## config.mk

```make
export PLATFORM = sky130hd
export DESIGN_NAME = ahb_sample_master_flat
export DESIGN_NICKNAME = d
export VERILOG_FILES = /design/src/rtl/ahb_sample_master_if.sv /design/src/rtl/ahb_sample_master.sv /design/src/flat_wrapper.sv
export SDC_FILE = /design/constraint.sdc
export NUM_CORES = 1
export LEC_CHECK = 0
export BUFFER_PORTS_ARGS = -buffer_cell sky130_fd_sc_hd__buf_2
export CAP_MARGIN = 10
export CORE_MARGIN = 5
export CORE_UTILIZATION = 30
export CTS_CLUSTER_SIZE = 12
export DETAILED_ROUTE_END_ITERATION = 8
export PLACE_DENSITY = 0.47
export SLEW_MARGIN = 20
export SYNTH_ARGS = -nofsm -noshare
export SYNTH_HDL_FRONTEND = slang
export SYNTH_SLANG_ARGS = --single-unit
```

## constraint.sdc

```tcl
create_clock -name clk -period 6.45 [get_ports clk]
set_clock_uncertainty 0.2 [all_clocks]
set_input_delay 0.9675 -clock clk [delete_from_list [all_inputs] [get_ports clk]]
set_output_delay 0.9675 -clock clk [all_outputs]
set_load 0.03 [all_outputs]
```

## src/rtl/ahb_sample_master_if.sv

```systemverilog
// Sample-stream handshake plus AHB-Lite master-side signals of ahb_sample_master.
interface ahb_sample_master_if #(
    parameter int AWIDTH   = 32,
    parameter int DWIDTH   = 32,
    parameter int BIT_PREC = 16
);
    logic signed [BIT_PREC-1:0] s_data;
    logic                       s_valid;
    logic                       s_ready;
    logic [AWIDTH-1:0]          haddr;
    logic [1:0]                 htrans;
    logic                       hwrite;
    logic [2:0]                 hsize;
    logic [2:0]                 hburst;
    logic [DWIDTH-1:0]          hwdata;
    logic                       hready;
    logic                       hresp;

    modport master (
        input  s_data, s_valid, hready, hresp,
        output s_ready, haddr, htrans, hwrite, hsize, hburst, hwdata
    );

    modport slave (
        output s_data, s_valid, hready, hresp,
        input  s_ready, haddr, htrans, hwrite, hsize, hburst, hwdata
    );
endinterface

```

## src/rtl/ahb_sample_master.sv

```systemverilog
// AHB-Lite initiator: buffers signed samples in a FIFO and writes each one as a
// NONSEQ SINGLE word write to TARGET_ADDR, with wait-state and ERROR handling.
module ahb_sample_master #(
    parameter int                AWIDTH      = 32,
    parameter int                DWIDTH      = 32,
    parameter int                BIT_PREC    = 16,
    parameter int                DEPTH       = 4,
    parameter logic [AWIDTH-1:0] TARGET_ADDR = '0
) (
    input  logic                clk,
    input  logic                rst,
    input  logic                en,
    input  logic                err_clr,
    ahb_sample_master_if.master bus,
    output logic                busy,
    output logic                err,
    output logic [15:0]         sent_count
);
    localparam int PTR_W = $clog2(DEPTH);
    localparam logic [PTR_W:0] FULL_CNT = (PTR_W+1)'(DEPTH);

    typedef enum logic [1:0] {
        TR_IDLE   = 2'b00,
        TR_NONSEQ = 2'b10
    } trans_e;

    function automatic logic [DWIDTH-1:0] sext(input logic signed [BIT_PREC-1:0] v);
        return {{(DWIDTH-BIT_PREC){v[BIT_PREC-1]}}, v};
    endfunction

    trans_e                     trans_q, trans_d;
    logic                       dvld_q, dvld_d;
    logic [DWIDTH-1:0]          hwdata_q, hwdata_d;
    logic                       err_q, err_d;
    logic [15:0]                sent_q, sent_d;
    logic [PTR_W-1:0]           wr_ptr_q, wr_ptr_d;
    logic [PTR_W-1:0]           rd_ptr_q, rd_ptr_d;
    logic [PTR_W:0]             count_q, count_d;
    logic [PTR_W:0]             remain;
    logic signed [BIT_PREC-1:0] mem_q [DEPTH];
    logic                       full, push, pop, err_hit;

    assign full    = (count_q == FULL_CNT);
    assign push    = bus.s_valid && !full;
    // The presented NONSEQ is accepted, and its sample popped, on any hready edge.
    assign pop     = bus.hready && (trans_q == TR_NONSEQ);
    assign err_hit = !bus.hready && bus.hresp;
    assign remain  = count_q - (PTR_W+1)'(pop);

    always_comb begin
        trans_d  = trans_q;
        dvld_d   = dvld_q;
        hwdata_d = hwdata_q;
        err_d    = err_q;
        sent_d   = sent_q;
        wr_ptr_d = wr_ptr_q + PTR_W'(push);
        rd_ptr_d = rd_ptr_q + PTR_W'(pop);
        count_d  = count_q + (PTR_W+1)'(push) - (PTR_W+1)'(pop);

        if (bus.hready) begin
            trans_d = (en && !err_q && (remain != '0)) ? TR_NONSEQ : TR_IDLE;
            dvld_d  = pop;
            if (pop) begin
                hwdata_d = sext(mem_q[rd_ptr_q]);
            end
            if (dvld_q && !bus.hresp) begin
                sent_d = sent_q + 16'd1;
            end
        end else if (bus.hresp) begin
            // First ERROR cycle: withdraw any pending address phase without popping.
            trans_d = TR_IDLE;
        end

        if (err_hit) begin
            err_d = 1'b1;
        end else if (err_clr) begin
            err_d = 1'b0;
        end
    end

    always_ff @(posedge clk) begin
        if (rst) begin
            trans_q  <= TR_IDLE;
            dvld_q   <= 1'b0;
            hwdata_q <= '0;
            err_q    <= 1'b0;
            sent_q   <= '0;
            wr_ptr_q <= '0;
            rd_ptr_q <= '0;
            count_q  <= '0;
        end else begin
            trans_q  <= trans_d;
            dvld_q   <= dvld_d;
            hwdata_q <= hwdata_d;
            err_q    <= err_d;
            sent_q   <= sent_d;
            wr_ptr_q <= wr_ptr_d;
            rd_ptr_q <= rd_ptr_d;
            count_q  <= count_d;
        end
    end

    always_ff @(posedge clk) begin
        if (push) begin
            mem_q[wr_ptr_q] <= bus.s_data;
        end
    end

    assign bus.s_ready = !full;
    assign bus.haddr   = TARGET_ADDR;
    assign bus.htrans  = trans_q;
    assign bus.hwrite  = (trans_q == TR_NONSEQ);
    assign bus.hsize   = 3'b010;
    assign bus.hburst  = 3'b000;
    assign bus.hwdata  = hwdata_q;

    assign busy       = (count_q != '0) || dvld_q;
    assign err        = err_q;
    assign sent_count = sent_q;
endmodule
```

## src/flat_wrapper.sv

```systemverilog
// flat-port wrapper written by rule: the top's interface ports become plain ports
module ahb_sample_master_flat 
#(
    parameter int                AWIDTH      = 32,
    parameter int                DWIDTH      = 32,
    parameter int                BIT_PREC    = 16,
    parameter int                DEPTH       = 4,
    parameter logic [AWIDTH-1:0] TARGET_ADDR = '0
)
  (clk, rst, en, err_clr, busy, err, sent_count, bus_s_data, bus_s_valid, bus_hready, bus_hresp, bus_s_ready, bus_haddr, bus_htrans, bus_hwrite, bus_hsize, bus_hburst, bus_hwdata);
  ahb_sample_master_if #(.AWIDTH(AWIDTH), .DWIDTH(DWIDTH), .BIT_PREC(BIT_PREC)) bus_i ();
  input  logic clk;
  input  logic rst;
  input  logic en;
  input  logic err_clr;
  output logic busy;
  output logic err;
  output logic [15:0] sent_count;
  input wire logic [$bits(bus_i.s_data)-1:0] bus_s_data;
  input wire logic [$bits(bus_i.s_valid)-1:0] bus_s_valid;
  input wire logic [$bits(bus_i.hready)-1:0] bus_hready;
  input wire logic [$bits(bus_i.hresp)-1:0] bus_hresp;
  output wire logic [$bits(bus_i.s_ready)-1:0] bus_s_ready;
  output wire logic [$bits(bus_i.haddr)-1:0] bus_haddr;
  output wire logic [$bits(bus_i.htrans)-1:0] bus_htrans;
  output wire logic [$bits(bus_i.hwrite)-1:0] bus_hwrite;
  output wire logic [$bits(bus_i.hsize)-1:0] bus_hsize;
  output wire logic [$bits(bus_i.hburst)-1:0] bus_hburst;
  output wire logic [$bits(bus_i.hwdata)-1:0] bus_hwdata;
  assign bus_i.s_data = bus_s_data;
  assign bus_i.s_valid = bus_s_valid;
  assign bus_i.hready = bus_hready;
  assign bus_i.hresp = bus_hresp;
  assign bus_s_ready = bus_i.s_ready;
  assign bus_haddr = bus_i.haddr;
  assign bus_htrans = bus_i.htrans;
  assign bus_hwrite = bus_i.hwrite;
  assign bus_hsize = bus_i.hsize;
  assign bus_hburst = bus_i.hburst;
  assign bus_hwdata = bus_i.hwdata;
  ahb_sample_master #(.AWIDTH(AWIDTH), .DWIDTH(DWIDTH), .BIT_PREC(BIT_PREC), .DEPTH(DEPTH), .TARGET_ADDR(TARGET_ADDR)) u_core (.clk(clk), .rst(rst), .en(en), .err_clr(err_clr), .bus(bus_i), .busy(busy), .err(err), .sent_count(sent_count));
endmodule
```

# Yosys cells after proc, flatten, opt, wreduce, memory -nomap -nowiden
# Memory sizes are Yosys's and may differ from the RTL's. A register that Yosys moved wholly into a read port is not among the register bits.
# Index checks and enable logic that the tools add are counted.
[word_totals]
regBits = 27
mem_bits_rw = 64
in_bits = 23
out_inout_bits = 92
word_cells = 40
memories = 1
[op_classes]
addsub = 6
n_eq_ne = 2
n_mux = 7
n_reduce_logical = 17
[memory_table]
columns = ["name", "words", "word_bits", "rd", "rd_clocked_by_memory_dff", "wr", "line", "rtl"]
rows = [
  ["u_core.mem_q", 4, 16, 1, 1, 1, "ahb_sample_master.sv:40", "logic signed [BIT_PREC-1:0] mem_q [DEPTH];"],
]
[ops]
columns = ["operator", "n"]
rows = [
  ["16-bit by 1-bit adder with 16-bit output, second input constant", 1],
  ["1-bit logical AND", 6],
  ["2-bit 2-to-1 mux", 3],
  ["3-bit nonzero test", 2],
  ["3-bit by 1-bit subtractor with 3-bit output", 2],
  ["2-bit by 1-bit adder with 2-bit output", 2],
  ["1-bit zero test", 4],
  ["1-bit 2-to-1 mux", 4],
  ["2-bit AND reduction", 2],
  ["2-bit nonzero test", 2],
  ["3-bit by 1-bit adder with 3-bit output", 1],
  ["3-bit == test, second input constant", 1],
  ["2-bit == test, second input constant", 1],
  ["1-bit logical OR", 1],
]

# Depth between registers and ports, before layout
[depth]
depth_word = 7
ltp_mapped = 10

# Least setup slack after synthesis
# No wires, ideal clock.
[synth_path]
path_type = "input port to flip-flop"
startpoint = "input bus_s_valid"
endpoint = "memory u_core.mem_q[1][0], enable pin"
setup_ns = 0.413
t_arrival_ns = 2.310
required_time_ns = 5.837
path_slack_ns = 3.527
cell_stages = 2
path_buffers = 0
path_cell_list = "nand2_1 nor3b_1"
[synth_between]
elab_chain_cells = 3
[synth_rtl]
columns = ["element", "line", "rtl"]
rows = [
  ["start, declared", "flat_wrapper.sv:20", "input wire logic [$bits(bus_i.s_valid)-1:0] bus_s_valid;"],
  ["1-bit logical AND", "ahb_sample_master.sv:44", "assign push = bus.s_valid && !full;"],
  ["1-bit 2-to-1 mux", "ahb_sample_master.sv:104", "if (push) begin"],
  ["1-bit 2-to-1 mux (implied by the code)", "ahb_sample_master.sv:105", "mem_q[wr_ptr_q] <= bus.s_data;"],
  ["end, declared", "ahb_sample_master.sv:40", ""],
]
# No other way between the ends.

# Worst setup path in the final report
[layout_path]
startpoint = "input bus_hready"
endpoint = "register u_core.count_q[2]"
[layout_between]
elab_chain_cells = 2
[layout_rtl]
columns = ["element", "line", "rtl"]
rows = [
  ["start, declared", "flat_wrapper.sv:21", "input wire logic [$bits(bus_i.hready)-1:0] bus_hready;"],
  ["1-bit logical AND", "ahb_sample_master.sv:46", "assign pop = bus.hready && (trans_q == TR_NONSEQ);"],
  ["3-bit by 1-bit subtractor with 3-bit output", "ahb_sample_master.sv:58", "count_d = count_q + (PTR_W+1)'(push) - (PTR_W+1)'(pop);"],
  ["end signal, assigned", "ahb_sample_master.sv:99", "count_q <= count_d;"],
  ["end, declared", "ahb_sample_master.sv:38", "logic [PTR_W:0] count_q, count_d;"],
]
# No other way between the ends.
# A chain may end at the register's enable or synchronous reset.

==> flow_summary.yaml <==
critical_path:
  cp_common_cell: "xnor2_1"
  slowest_stage: "nand2_1"
  arrival_ns: 2.95
  crit_chain: "buf_2 -> nand2_1 -> xnor2_1 -> ha_1 -> inv_1 -> fa_1 -> xor2_1 -> xnor2_1 -> nor2_1"
  critPathRequiredTime_ns: 6.44
  timing.rr.end: "u_core.count_q[2]$_SDFF_PP0_"
  critPathBufInv: 2
  worstPathMaxFanout: 20
  rr_worst_depth: 8
  rrSetupSlack_ns: 3.85
  critPathKind: "in2reg"
  max_stage_delay_ns: 0.46
  worstSetupStartpointType: "input pin"
  r2r_start: "u_core.bus.htrans[1]$_SDFFE_PP0P_"
  end_kind: "register"
  critPathTopFamily: "XOR/XNOR gates"
synth:
  async_flop_share: 0
  syn_area_per_cell_um2: 12.7
  synth_most_common_cell: "edfxtp_1"
  ys_seq_area_frac: 0.611
  synth_ff_type: "edfxtp_1"
  ys_warn_count: 0
  syn-instance-count: 355
  synth_cell_type_count: 38
  syn_area_mm2: 0.00452
  synth_area_leader_cell: "edfxtp_1"
  synth_area_leaders: "edfxtp_1 (43%), dfxtp_1 (19%), buf_4 (9.5%)"
  synth_commonest_cells: "edfxtp_1 (64), buf_4 (57), nand2_1 (43), dfxtp_1 (42), a21oi_1 (25)"
  ys_ff_latch: 106
  synth_edf_count: 64
  yosysTopAreaCellShare: 0.425
pwr:
  p_switching_mw: 0.405
  power_frac_seq: 0.521
  power.share.switching: 0.263
  power.density_mw_per_mm2: 302
  power.total_mw: 1.54
  vdd_ir_drop_max_mv: 0.154
  internal-power_mw: 1.13
  clockPowerShare: 0.343
  p_leak_nw: 1.95
  comb_power_share: 0.136
die:
  die_h_um: 133
  die_w_um: 133
  rows: 44
  design.portCount: 115
  die_area_mm2: 0.0176
  core-area_mm2: 0.0146
  start_util: 0.309
routing:
  via_per_inst: 4.35
  wl_um: 8940
  dr.pass1.iters: 4
  ant_nets: 0
  vias: 2600
  drt_iter0_drc: 120
  drc: 0
  wl_per_cell_um: 15.0
hold_path:
  hold_class: "reg2reg"
  holdPathEnd: "u_core.bus.hwdata[0]$_SDFFE_PP0P_"
  hold_depth: 2
  min_from: "u_core.bus.hwdata[0]$_SDFFE_PP0P_"
final_layout:
  fin_area_mm2: 0.00509
  antennaDiodeCount: 0
  fin_nets: 437
  area.growth.synth_to_final_pct: 12.7
  fin_util: 0.348
  drive_gt1_frac: 0.278
  final-instance-count-excl-fill: 598
sta:
  grt_setup_unrepaired: "no"
  max_slew.worst_pin.slew_ns: 0.923
  hold_violations: 0
  period_needed_ns: 2.96
  whs_ns: 0.252
  finalSetupTns_ns: 0
  max_freq_mhz: 338
  fin_ws_ns: 3.49
  slew_headroom: 0.385
  final-setup-viol-count: 0
  min_period_over_period: 0.458
  slew_viol_final: 0
place:
  place_area_mm2: 0.00480
  port_buffers: 75
  dp_hpwl_um: 5920
  pre_cts_ws_ns: 3.08
  place_congestion: 0.747
  placed_cells: 582
global_routing:
  grt.total_usage: 0.102
  first_global_vias: 2478
  grt_max_degree: 43
  antenna_found_initial: 1
  grt_overflow: 0
  grt_pass1_wl_um: 13900
clock_tree:
  cts.sinks: 106
  postCtsSetupBuffers: 0
  htree_levels: 3
  cts_tree: "done"
  ctsHoldBuffers: 0
  cts_resized: 0
  cts-root-buf: "clkbuf_16"
  cts_made_buffers: 9
  clkTransAtPathRegs_ns: 0.07
  cts_buffer_depth: 2
  insertion_delay_ns: 0.34
flow_run:
  timing.max_cap.violations: 0
status:
  status: "finished, final reports clean"
## area by class of cell
| class | instances | area [µm²] |
|---|---|---|
| fill | 1453 | 9550 |
| sequential | 106 | 2760 |
| multi-input combinational | 207 | 1380 |
| timing repair buffer | 79 | 405 |
| clock buffer | 12 | 256 |
| tap | 184 | 230 |
| clock inverter | 4 | 33.8 |
| inverter | 6 | 22.5 |
## worst register-to-register path: stages, from the launching register on
cell and delay, ns:
dfxtp_1 0.41, nand2_1 0.47, xnor2_1 0.42, ha_1 0.19
inv_1 0.04, fa_1 0.36, xor2_1 0.17, xnor2_1 0.13
nor2_1 0.05
## kinds of logic (layout without fill, tap and decap cells)
family,count (synthesis),count (layout),synth area share
flops,106,106,0.611
simple gates,98,98,0.106
buf+inv,79,101,0.116
compound gates,33,33,0.0382
xor+xnor,16,16,0.0310
mux,16,16,0.0797
fa+ha+maj,5,5,0.0155
other cells,2,39,0.00166
## power groups by stage
| stage | logic (mW) | registers, mW | clock network, mW |
|---|---|---|---|
| after floorplan | 0.171 | 0.820 | 0 |
| after global placement | 0.211 | 0.817 | 0 |
| after detailed placement | 0.213 | 0.819 | 0 |
| after CTS | 0.215 | 0.804 | 0.550 |
| after global routing | 0.228 | 0.809 | 0.580 |
| final | 0.209 | 0.802 | 0.528 |
## worst max path at each step
stage | cells after the start | slack (ns) | end | from
final | 9 | 3.49 | u_core.count_q[2]$_SDFF_PP0_ | bus_hready
after global routing | 9 | 3.28 | u_core.count_q[2]$_SDFF_PP0_ | bus_hready
after detailed placement | 9 | 3.08 | u_core.count_q[2]$_SDFF_PP0_ | bus_hready
after CTS | 9 | 3.43 | u_core.count_q[2]$_SDFF_PP0_ | bus_hready
after global placement | 9 | 3.17 | u_core.count_q[2]$_SDFF_PP0_ | bus_hready
after floorplan | 2 | 3.53 | u_core.mem_q[1][0]$_DFFE_PP_ | bus_s_valid
## state kept, by name (all words and copies together) (netlist names)
register / cells
u_core.rd_ptr_q: 2
u_core.mem_q: 64
u_core.bus.hwdata: 16
u_core.bus.htrans: 1
u_core.count_q: 3
u_core.wr_ptr_q: 2
u_core.sent_count: 16
u_core.err: 1
u_core.dvld_q: 1
## placed cells by master, fill, tap and decap left out, types with 6 or more instances in the layout
cell type / instances
xor2_1: 8
inv_1: 6
conb_1: 39
nand2_1: 43
mux4_2: 16
nor2_1: 19
xnor2_1: 8
clkbuf_16: 9
dfxtp_1: 42
a21oi_1: 25
buf_2: 75
edfxtp_1: 64
## routing by layer
metal | wire length (µm) | up-vias | track usage
met5 | 11 | - | 0
met3 | 672 | 9 | 0.0357
met2 | 4060 | 107 | 0.163
met1 | 4110 | 1219 | 0.133
li1 | - | 1263 | -
met4 | 92 | 2 | 0.0225
Note: power is estimated with default switching activity, not from simulation.
